File: config.mk
export PLATFORM = sky130hd
export DESIGN_NAME = alu_op_sequencer
export DESIGN_NICKNAME = d
export VERILOG_FILES = /design/src/rtl/alu_seq_pkg.sv /design/src/rtl/alu_req_fifo.sv /design/src/rtl/alu_op_sequencer.sv
export SDC_FILE = /design/constraint.sdc
export NUM_CORES = 1
export LEC_CHECK = 0
export ABC_AREA = 1
export BUFFER_PORTS_ARGS = -buffer_cell sky130_fd_sc_hd__buf_2
export CORE_ASPECT_RATIO = 1.1
export CORE_MARGIN = 1.5
export CORE_UTILIZATION = 29
export DETAILED_ROUTE_END_ITERATION = 6
export GPL_TIMING_DRIVEN = 1
export PLACE_DENSITY_LB_ADDON = 0.2
export SYNTH_ARGS = -nofsm -noshare
export SYNTH_HDL_FRONTEND = slang
export SYNTH_HIERARCHICAL = 1
export SYNTH_SLANG_ARGS = --single-unit
export TNS_END_PERCENT = 50
File: constraint.sdc
create_clock -name clk -period 2.1 [get_ports clk]
set_input_delay 0.21 -clock clk [delete_from_list [all_inputs] [get_ports clk]]
set_output_delay 0.21 -clock clk [all_outputs]
set_load 0.01 [all_outputs]
File: src/rtl/alu_seq_pkg.sv
// Shared types for the ALU op sequencer: op codes, FSM states, default width,
// and the op/operand legality check.
package alu_seq_pkg;

  localparam int DEFAULT_N = 4;

  typedef enum logic [3:0] {
    OP_AND = 4'h0,
    OP_OR  = 4'h1,
    OP_ADD = 4'h2,
    OP_INC = 4'h3,
    OP_DEC = 4'h4,
    OP_NOT = 4'h5,
    OP_SUB = 4'h6,
    OP_XOR = 4'h7,
    OP_SHL = 4'h8,
    OP_SHR = 4'h9
  } alu_op_e;

  typedef enum logic [1:0] {
    ST_IDLE  = 2'd0,
    ST_DRIVE = 2'd1,
    ST_LATCH = 2'd2,
    ST_RESP  = 2'd3
  } seq_state_e;

  // Shifts are only legal for a shift amount in 1..n; b arrives zero-extended.
  function automatic logic op_is_valid(input logic [3:0] op, input logic [31:0] b,
                                       input int unsigned n);
    if (op > OP_SHR) return 1'b0;
    if (op == OP_SHL || op == OP_SHR) return (b != 32'd0) && (b <= n);
    return 1'b1;
  endfunction

endpackage

File: src/rtl/alu_req_fifo.sv
// Two-entry in-order request FIFO with a registered occupancy count.
module alu_req_fifo #(
  parameter int W = 8
) (
  input  logic         clk,
  input  logic         rst,
  input  logic         push,
  input  logic [W-1:0] push_data,
  input  logic         pop,
  output logic [W-1:0] pop_data,
  output logic [1:0]   count
);

  logic [W-1:0] mem [2];
  logic         wr_ptr, rd_ptr;
  logic         push_ok, pop_ok;

  // Guard against overflow/underflow even if the caller misbehaves.
  assign push_ok  = push && (count != 2'd2);
  assign pop_ok   = pop && (count != 2'd0);
  assign pop_data = mem[rd_ptr];

  always_ff @(posedge clk) begin
    if (rst) begin
      count  <= 2'd0;
      wr_ptr <= 1'b0;
      rd_ptr <= 1'b0;
    end else begin
      if (push_ok) wr_ptr <= ~wr_ptr;
      if (pop_ok)  rd_ptr <= ~rd_ptr;
      case ({push_ok, pop_ok})
        2'b10:   count <= count + 2'd1;
        2'b01:   count <= count - 2'd1;
        default: count <= count;
      endcase
    end
  end

  always_ff @(posedge clk) begin
    if (push_ok) mem[wr_ptr] <= push_data;
  end

endmodule

File: src/rtl/alu_op_sequencer.sv
// Queues ALU requests, drives an external combinational ALU one op at a time,
// and returns captured results in order over a valid/ready response port.
module alu_op_sequencer
  import alu_seq_pkg::*;
#(
  parameter int N = DEFAULT_N
) (
  input  logic         clk,
  input  logic         rst,
  input  logic         req_valid,
  output logic         req_ready,
  input  logic [3:0]   req_op,
  input  logic [N-1:0] req_a,
  input  logic [N-1:0] req_b,
  input  logic         req_flag,
  output logic [N-1:0] alu_a,
  output logic [N-1:0] alu_b,
  output logic         alu_flag_in,
  output logic [3:0]   alu_control,
  input  logic [N-1:0] alu_result,
  input  logic         alu_flags,
  input  logic         alu_cero,
  output logic         rsp_valid,
  input  logic         rsp_ready,
  output logic [N-1:0] rsp_result,
  output logic         rsp_flag,
  output logic         rsp_cero,
  output logic         rsp_err,
  output logic [7:0]   op_count
);

  localparam int EW = 4 + 2*N + 1;

  seq_state_e   state, state_d;
  logic [EW-1:0] push_data, head;
  logic [1:0]   count;
  logic         push, pop, head_ok;
  logic [3:0]   head_op, cur_op;
  logic [N-1:0] head_a, head_b, cur_a, cur_b;
  logic         head_flag, cur_flag;

  assign req_ready = (count < 2'd2);
  assign push      = req_valid && req_ready;
  assign push_data = {req_op, req_a, req_b, req_flag};

  assign head_flag = head[0];
  assign head_b    = head[N:1];
  assign head_a    = head[2*N:N+1];
  assign head_op   = head[EW-1:2*N+1];
  assign head_ok   = op_is_valid(head_op, 32'(head_b), N);

  alu_req_fifo #(.W(EW)) u_fifo (
    .clk       (clk),
    .rst       (rst),
    .push      (push),
    .push_data (push_data),
    .pop       (pop),
    .pop_data  (head),
    .count     (count)
  );

  assign rsp_valid = (state == ST_RESP);

  always_ff @(posedge clk) begin
    if (rst) state <= ST_IDLE;
    else     state <= state_d;
  end

  always_comb begin
    state_d = state;
    pop     = 1'b0;
    case (state)
      ST_IDLE: begin
        if (count != 2'd0) begin
          pop     = 1'b1;
          state_d = head_ok ? ST_DRIVE : ST_RESP;
        end
      end
      ST_DRIVE: state_d = ST_LATCH;
      ST_LATCH: state_d = ST_RESP;
      ST_RESP:  if (rsp_ready) state_d = ST_IDLE;
      default:  state_d = ST_IDLE;
    endcase
  end

  always_ff @(posedge clk) begin
    if (rst) begin
      cur_op      <= 4'h0;
      cur_a       <= '0;
      cur_b       <= '0;
      cur_flag    <= 1'b0;
      alu_a       <= '0;
      alu_b       <= '0;
      alu_flag_in <= 1'b0;
      alu_control <= 4'h0;
      rsp_result  <= '0;
      rsp_flag    <= 1'b0;
      rsp_cero    <= 1'b0;
      rsp_err     <= 1'b0;
      op_count    <= 8'd0;
    end else begin
      if (state == ST_IDLE && pop) begin
        cur_op   <= head_op;
        cur_a    <= head_a;
        cur_b    <= head_b;
        cur_flag <= head_flag;
        // Rejected ops skip the ALU entirely; its inputs keep their last values.
        if (!head_ok) begin
          rsp_result <= '0;
          rsp_flag   <= 1'b0;
          rsp_cero   <= 1'b1;
          rsp_err    <= 1'b1;
        end
      end
      if (state == ST_DRIVE) begin
        alu_a       <= cur_a;
        alu_b       <= cur_b;
        alu_flag_in <= cur_flag;
        alu_control <= cur_op;
      end
      if (state == ST_LATCH) begin
        rsp_result <= alu_result;
        rsp_flag   <= alu_flags;
        rsp_cero   <= alu_cero;
        rsp_err    <= 1'b0;
      end
      if (rsp_valid && rsp_ready && !rsp_err) op_count <= op_count + 8'd1;
    end
  end

endmodule

==> load_flow_metrics.sql, run 1 <==
INSERT INTO impl_metrics (metric_group, metric, value, unit) VALUES
('clock_network', 'postCtsResizedCells', '0', ''),
('route', 'route.detailed.drc', '0', ''),
('route', 'route.detailed.wl_per_inst', '12.17', 'um'),
('hold_path', 'whs_endpoint', 'u_fifo/mem[0][8]', ''),
('placed_design', 'gp_congestion', '0.6854', ''),
('worst_setup_path', 'critical_path_maximum_fanout', '14', ''),
('finish', 'instances_no_fill', '487', ''),
('floorplanning', 'die_h', '108.7', 'um'),
('worst_setup_path', 'critPathCaptureType', 'flop', ''),
('worst_setup_path', 'rr_worst_depth', '12', ''),
('power_and_ir_drop', 'power.density', '1323', 'nW/um^2'),
('worst_setup_path', 'r2r_end', 'u_fifo/count[1]', ''),
('power_and_ir_drop', 'ir_drop', '0.0004258', 'V'),
('hold_path', 'hold_class', 'in2reg', ''),
('route', 'first_iter_violations', '103', ''),
('worst_setup_path', 'worstPathArrival', '2.12', 'ns'),
('global_route', 'grt_antenna_before_repair', '0', ''),
('logic_synthesis', 'synth_area_per_cell', '9.793', 'um^2'),
('logic_synthesis', 'mappedNetlistNets', '330', ''),
('sta', 'finalCritPeriodShare', '0.8660', ''),
('sta', 'hold_viol_final', '0', ''),
('global_route', 'grt_pass1_wl', '9.777', 'mm'),
('worst_setup_path', 'worst-r2r-setup-slack', '0.28', 'ns'),
('floorplanning', 'die_w', '99.13', 'um'),
('placed_design', 'place_inst', '471', ''),
('clock_network', 'htree_levels', '3', ''),
('flow_run', 'max_cap_violations', '0', ''),
('outcome', 'outcome', 'complete, no violations', ''),
('logic_synthesis', 'post_synth_num_cell_types', '28', ''),
('route', 'drtPass1Iterations', '4', ''),
('global_route', 'gr-usage-all-layers', '0.1196', ''),
('worst_setup_path', 'max_stage_delay', '0.34', 'ns'),
('finish', 'final_layout_size_suffix_gt1_frac', '0.2725', ''),
('logic_synthesis', 'yosys_warnings', '6', ''),
('sta', 'timing_worst_slew_pin_value', '0.4171', 'ns'),
('clock_network', 'ctsLongestPathBuffers', '2', ''),
('worst_setup_path', 'critical_path_buffers_and_inverters', '4', ''),
('worst_setup_path', 'worst_path_max_delay_cell', 'dfxtp_1', ''),
('placed_design', 'dp.final_hpwl', '4.130', 'mm'),
('route', 'routed-via-count', '2155', ''),
('power_and_ir_drop', 'leakage_power_total', '1.544', 'nW'),
('floorplanning', 'num_io_pins', '53', ''),
('finish', 'finalNetCount', '391', ''),
('sta', 'min_period', '1.819', 'ns'),
('global_route', 'via_count_of_the_first_global_routing_pass', '2049', ''),
('floorplanning', 'start_util', '0.2981', ''),
('floorplanning', 'core_region_area', '9889', 'um^2'),
('route', 'detail_route.vias_per_cell', '4.425', ''),
('logic_synthesis', 'netlist_area', '2948', 'um^2'),
('logic_synthesis', 'yosys.cell_count.top_type', 'nor2_1', ''),
('clock_network', 'post_cts_buffers', '0', ''),
('clock_network', 'cts-buffers-inserted', '9', ''),
('sta', 'slew_headroom', '0.7216', ''),
('worst_setup_path', 'critPathKind', 'reg2reg', ''),
('logic_synthesis', 'netlist_instances', '301', ''),
('placed_design', 'port-buffer-count', '52', ''),
('logic_synthesis', 'async_flop_share', '0', ''),
('finish', 'antenna_cells_inserted', '0', ''),
('floorplanning', 'die_area', '10780', 'um^2'),
('logic_synthesis', 'synth.ff_latch_count', '74', ''),
('clock_network', 'cts.root.buffer_cell', 'clkbuf_8', ''),
('clock_network', 'hold_buffer_count_at_cts', '0', ''),
('clock_network', 'cts.reportedPaths.clkPinSlew', '0.08', 'ns'),
('hold_path', 'min_from', 'req_a[3]', ''),
('worst_setup_path', 'worst-path-stages', '12', ''),
('sta', 'fmaxAchievable', '0.5499', 'GHz'),
('clock_network', 'cts_tree', 'built', ''),
('worst_setup_path', 'path_cells', 'inv_1 -> ha_1 -> nand2_2 -> inv_2 -> o21ai_0 -> inv_1 -> ha_1 -> inv_1 -> nand2_1 -> nor2_1 -> nor2_1 -> nor2_1', ''),
('worst_setup_path', 'critical_path.startpoint_type', 'flop', ''),
('logic_synthesis', 'synth_top_area_share', '0.3260', ''),
('sta', 'finalSetupViolCount', '0', '');
metal layers:
layer / global-route usage / routed length [um] / vias to the layer above
li1: - / - / 1119
met1: 0.1459 / 2802 / 970
met2: 0.1911 / 2711 / 57
met3: 0.03590 / 290 / 9
met4: 0.06439 / 125 / 0
met5: 0 / 0 / -
how the worst max path moves through the flow:
| stage | from | to |
|---|---|---|
| global route | state[0] | u_fifo/count[1] |
| floorplan | state[0] | u_fifo/count[1] |
| CTS | state[0] | u_fifo/count[1] |
| global placement | state[0] | u_fifo/count[1] |
| finish | state[0] | u_fifo/count[1] |
| detailed placement | state[0] | u_fifo/count[1] |
worst reg2reg max path, stage by stage (launching register included):
cell	delay (ns)
dfxtp_1	0.34
inv_1	0.11
ha_1	0.22
nand2_2	0.08
inv_2	0.19
o21ai_0	0.15
inv_1	0.10
ha_1	0.25
inv_1	0.08
nand2_1	0.05
nor2_1	0.08
nor2_1	0.04
nor2_1	0.09
power breakdown:
part | leakage [nW] | switching, mW | internal, mW | total (mW)
combinational | 0.812 | 0.897 | 0.602 | 1.50
sequential | 0.635 | 0.193 | 1.91 | 2.10
clock | 0.0970 | 0.554 | 0.547 | 1.10
total | 1.54 | 1.64 | 3.06 | 4.70
metrics by stage:
stage	power, mW	worst slack, ns	hold WS, ns	util	instance area, um^2
5_1_grt	5.088	0.01481	0.01673	0.3594	3555
3_3_place_gp	3.654	0.3314	0.3984	0.3400	3362
2_1_floorplan	3.192	0.3422	0.3089	-	2948
6_report	4.702	0.2814	0.04206	0.3594	3555
4_1_cts	4.785	0.2555	0.01868	0.3594	3555
3_5_place_dp	3.673	0.2639	0.4010	0.3400	3362
placed cells by master (no fill, tap or decap), types with 2 or more instances in the layout:
| cell type | n |
|---|---|
| clkinv_1 | 2 |
| nand2_1 | 25 |
| clkbuf_8 | 9 |
| buf_4 | 7 |
| edfxtp_1 | 26 |
| inv_2 | 3 |
| nor2_1 | 68 |
| nand3_1 | 9 |
| o21ai_1 | 4 |
| ha_1 | 6 |
| mux2_4 | 10 |
| buf_2 | 52 |
| nand2_2 | 4 |
| clkinv_2 | 2 |
| o21bai_2 | 2 |
| dfxtp_1 | 48 |
| o21ai_0 | 34 |
| a21oi_1 | 17 |
| mux2_2 | 3 |
| inv_1 | 24 |
sequential cells by signal, indices dropped and copies added, names as in the netlist, named ones only:
| name | count |
|---|---|
| rsp_flag | 1 |
| rsp_cero | 1 |
| alu_a | 4 |
| u_fifo/rd_ptr | 1 |
| cur_flag | 1 |
| u_fifo/wr_ptr | 1 |
| cur_b | 4 |
| u_fifo/mem | 26 |
| state | 2 |
| u_fifo/count | 2 |
| cur_op | 4 |
| alu_control | 4 |
| alu_b | 4 |
| rsp_err | 1 |
| cur_a | 4 |
| op_count | 8 |
| rsp_result | 4 |
| alu_flag_in | 1 |
kinds of logic (layout without fill, tap and decap cells):
logic type | after synthesis | after routing | synth area share
AND/OR/NAND/NOR | 113 | 113 | 0.1660
flip-flops | 74 | 74 | 0.5908
multiplexers | 13 | 13 | 0.06239
AO/OA/AOI/OAI | 58 | 58 | 0.1031
adder cells (fa/ha/maj) | 6 | 6 | 0.02547
buffers and inverters | 37 | 103 | 0.05220
area by class of cell:
cell class                 count  area, um^2
inverter                      28       105.1
clock inverter                 7       68.82
tap                          120       150.1
timing repair buffer          59       312.8
sequential                    74        1742
fill                        1039        6335
clock buffer                   9       123.9
multi-input combinational    190        1052
Power figures use the tool's default switching activity.
==> run 2, diff against run 1 <==
ABC_CLOCK_PERIOD_IN_PS = 2100   (was not set)
HOLD_SLACK_MARGIN = 0.08   (was not set)
==> load_flow_metrics.sql, run 2 (synthesis gave the netlist of run 1 again) <==
INSERT INTO impl_metrics (metric_group, metric, value, unit) VALUES
('placed_design', 'gp_congestion', '0.6854', ''),
('power_and_ir_drop', 'ir_drop', '0.0004276', 'V'),
('outcome', 'outcome', 'complete, no violations', ''),
('sta', 'min_period', '1.812', 'ns'),
('worst_setup_path', 'critPathCaptureType', 'flop', ''),
('worst_setup_path', 'path_cells', 'inv_1 -> ha_1 -> nand2_2 -> inv_2 -> o21ai_0 -> inv_1 -> ha_1 -> inv_1 -> nand2_1 -> nor2_1 -> nor2_1 -> nor2_1', ''),
('power_and_ir_drop', 'cellInternalPower', '3.074', 'mW'),
('global_route', 'grt_pass1_wl', '9.873', 'mm'),
('hold_path', 'hold_class', 'in2reg', ''),
('clock_network', 'ctsLongestPathBuffers', '2', ''),
('clock_network', 'postCtsResizedCells', '0', ''),
('finish', 'area_overhead_of_the_layout_relative_to_synthesis', '25.00', '%'),
('sta', 'postLayoutSetupSlackWorst', '0.2883', 'ns'),
('finish', 'multi_input_area', '1052', 'um^2'),
('global_route', 'gr-usage-all-layers', '0.1204', ''),
('placed_design', 'place_worst_setup_slack', '0.2639', 'ns'),
('sta', 'timing_worst_slew_pin_value', '0.4082', 'ns'),
('route', 'route.detailed.drc', '0', ''),
('sta', 'finalMaxSlewViolations', '0', ''),
('floorplanning', 'die_h', '108.7', 'um'),
('global_route', 'grt-busiest-layer', 'met2', ''),
('sta', 'fmaxAchievable', '0.5520', 'GHz'),
('floorplanning', 'die_area', '10780', 'um^2'),
('worst_setup_path', 'max_stage_delay', '0.34', 'ns'),
('power_and_ir_drop', 'power.density', '1280', 'nW/um^2'),
('worst_setup_path', 'critical_path_maximum_fanout', '14', ''),
('floorplanning', 'num_io_pins', '53', ''),
('finish', 'finalNetCount', '404', ''),
('global_route', 'gr-usage-met1', '0.1447', ''),
('sta', 'setup_tns', '0', 'ns'),
('power_and_ir_drop', 'sw_frac_of_total', '0.3481', ''),
('clock_network', 'htree_levels', '3', ''),
('global_route', 'grt_antenna_before_repair', '0', ''),
('floorplanning', 'core_region_area', '9889', 'um^2'),
('finish', 'largest_reg_flops', '26', ''),
('power_and_ir_drop', 'clock_power_share', '0.233', ''),
('finish', 'commonest_non_fill_non_tap_cells_in_the_layout', 'nor2_1 (68), buf_2 (52), dfxtp_1 (48)', ''),
('global_route', 'grt_use_met3', '0.03526', ''),
('finish', 'largest-register', 'u_fifo/mem', ''),
('clock_network', 'cts_tree', 'built', ''),
('power_and_ir_drop', 'leakage_power_total', '1.598', 'nW'),
('worst_setup_path', 'critPathKind', 'reg2reg', ''),
('sta', 'hold_viol_final', '0', ''),
('route', 'detail_route.vias_per_cell', '4.400', ''),
('global_route', 'via_count_of_the_first_global_routing_pass', '2088', ''),
('route', 'antenna_left', '0', ''),
('sta', 'finalSetupViolCount', '0', ''),
('sta', 'slew_headroom', '0.7276', ''),
('route', 'drtPass1Iterations', '4', ''),
('sta', 'unrepaired_setup_endpoints_after_global_routing', 'no', ''),
('global_route', 'gr_overflow_total', '0', ''),
('floorplanning', 'die_w', '99.13', 'um'),
('placed_design', 'port-buffer-count', '52', ''),
('clock_network', 'clock_sink_count', '74', ''),
('global_route', 'grt_start_max_net_pins', '31', ''),
('sta', 'clock-skew-final', '0.009640', 'ns'),
('sta', 'finalCritPeriodShare', '0.8627', ''),
('floorplanning', 'num_rows', '38', ''),
('worst_setup_path', 'worstPathArrival', '2.11', 'ns'),
('finish', 'nFillCells', '1031', ''),
('clock_network', 'cts.reportedPaths.clkPinSlew', '0.09', 'ns'),
('route', 'first_iter_violations', '98', ''),
('power_and_ir_drop', 'p_sw', '1.641', 'mW'),
('finish', 'antenna_cells_inserted', '0', ''),
('clock_network', 'cts.root.buffer_cell', 'clkbuf_8', ''),
('route', 'drt_wl_total', '5.980', 'mm'),
('route', 'routed-via-count', '2200', ''),
('flow_run', 'max_cap_violations', '0', ''),
('placed_design', 'dp.final_hpwl', '4.130', 'mm'),
('route', 'route.detailed.wl_per_inst', '11.96', 'um'),
('finish', 'final_common_cell', 'nor2_1', ''),
('power_and_ir_drop', 'power.sequential.fraction', '0.446', ''),
('worst_setup_path', 'worst_path_max_delay_cell', 'dfxtp_1', ''),
('global_route', 'groute.layer.met2.usage', '0.1961', ''),
('finish', 'top_regs', 'u_fifo/mem x26, op_count x8', ''),
('clock_network', 'worst_skew_pair.late_latency', '0.35', 'ns'),
('clock_network', 'cts-buffers-inserted', '9', ''),
('floorplanning', 'start_util', '0.2981', ''),
('finish', 'final_layout_size_suffix_gt1_frac', '0.2632', ''),
('worst_setup_path', 'cp_data_required_time', '2.40', 'ns'),
('worst_setup_path', 'critical_path.startpoint_type', 'flop', ''),
('finish', 'seq_area', '1742', 'um^2'),
('power_and_ir_drop', 'proportion_of_power_drawn_by_combinational_gates', '0.321', '');
## run 2: cell count changes in the layout (fill, tap and decap cells not counted), sizes merged
cell,change
dlygate4sd3,+13
## run 2: worst paths after layout
path                                     from         endpoint  slack (ns)  cells past startpoint
worst max-delay path                 state[0]  u_fifo/count[1]        0.29                     12
worst min-delay path            alu_result[1]    rsp_result[1]        0.11                      3
worst max register to register       state[0]  u_fifo/count[1]        0.29                     12
worst min register to register      cur_op[3]        cur_op[3]        0.47                      2
## run 2: power by group through the flow
stage          logic [mW]  clock network, mW  registers, mW
2_1_floorplan        1.03                  0           2.16
3_5_place_dp         1.53                  0           2.14
4_1_cts              1.55               1.14           2.11
3_3_place_gp         1.52                  0           2.13
5_1_grt              1.75               1.20           2.15
6_report             1.51               1.10           2.10
## run 2: critical path, delay by kind of cell (launching register included)
family | cells | cell delay (ns)
adder cells (fa/ha/maj) | 2 | 0.47
buffers and inverters | 4 | 0.48
AO/OA/AOI/OAI | 1 | 0.15
flip-flops | 1 | 0.34
AND/OR/NAND/NOR | 5 | 0.34
## run 2: area by class of cell
type,count,share of cell area
clock buffer,9,0.03362
clock inverter,7,0.01868
inverter,28,0.02852
multi-input combinational,190,0.2856
sequential,74,0.4727
tap,120,0.04075
timing repair buffer,72,0.1202
## run 2: timing repair
action	4_1_cts	5_1_grt
endpoints found under the hold margin	26	0
hold buffers	13	0
buffers inserted	0	0
## run 2: through the flow
stage / utilization / instances / hold slack, ns / power [mW] / instance area [um^2]
detailed placement: 0.3400 / 471 / 0.4010 / 3.673 / 3362
floorplan: - / 301 / 0.3089 / 3.192 / 2948
CTS: 0.3726 / 500 / 0.08780 / 4.803 / 3685
global placement: 0.3400 / 471 / 0.3984 / 3.654 / 3362
global route: 0.3726 / 500 / 0.1081 / 5.107 / 3685
finish: 0.3726 / 500 / 0.1097 / 4.716 / 3685
## run 2: layer usage
| layer | up-vias | routed length [um] |
|---|---|---|
| met1 | 997 | 2825 |
| met2 | 52 | 2775 |
| met3 | 9 | 258 |
| met4 | 0 | 121 |
| met5 | - | 0 |
| li1 | 1142 | - |
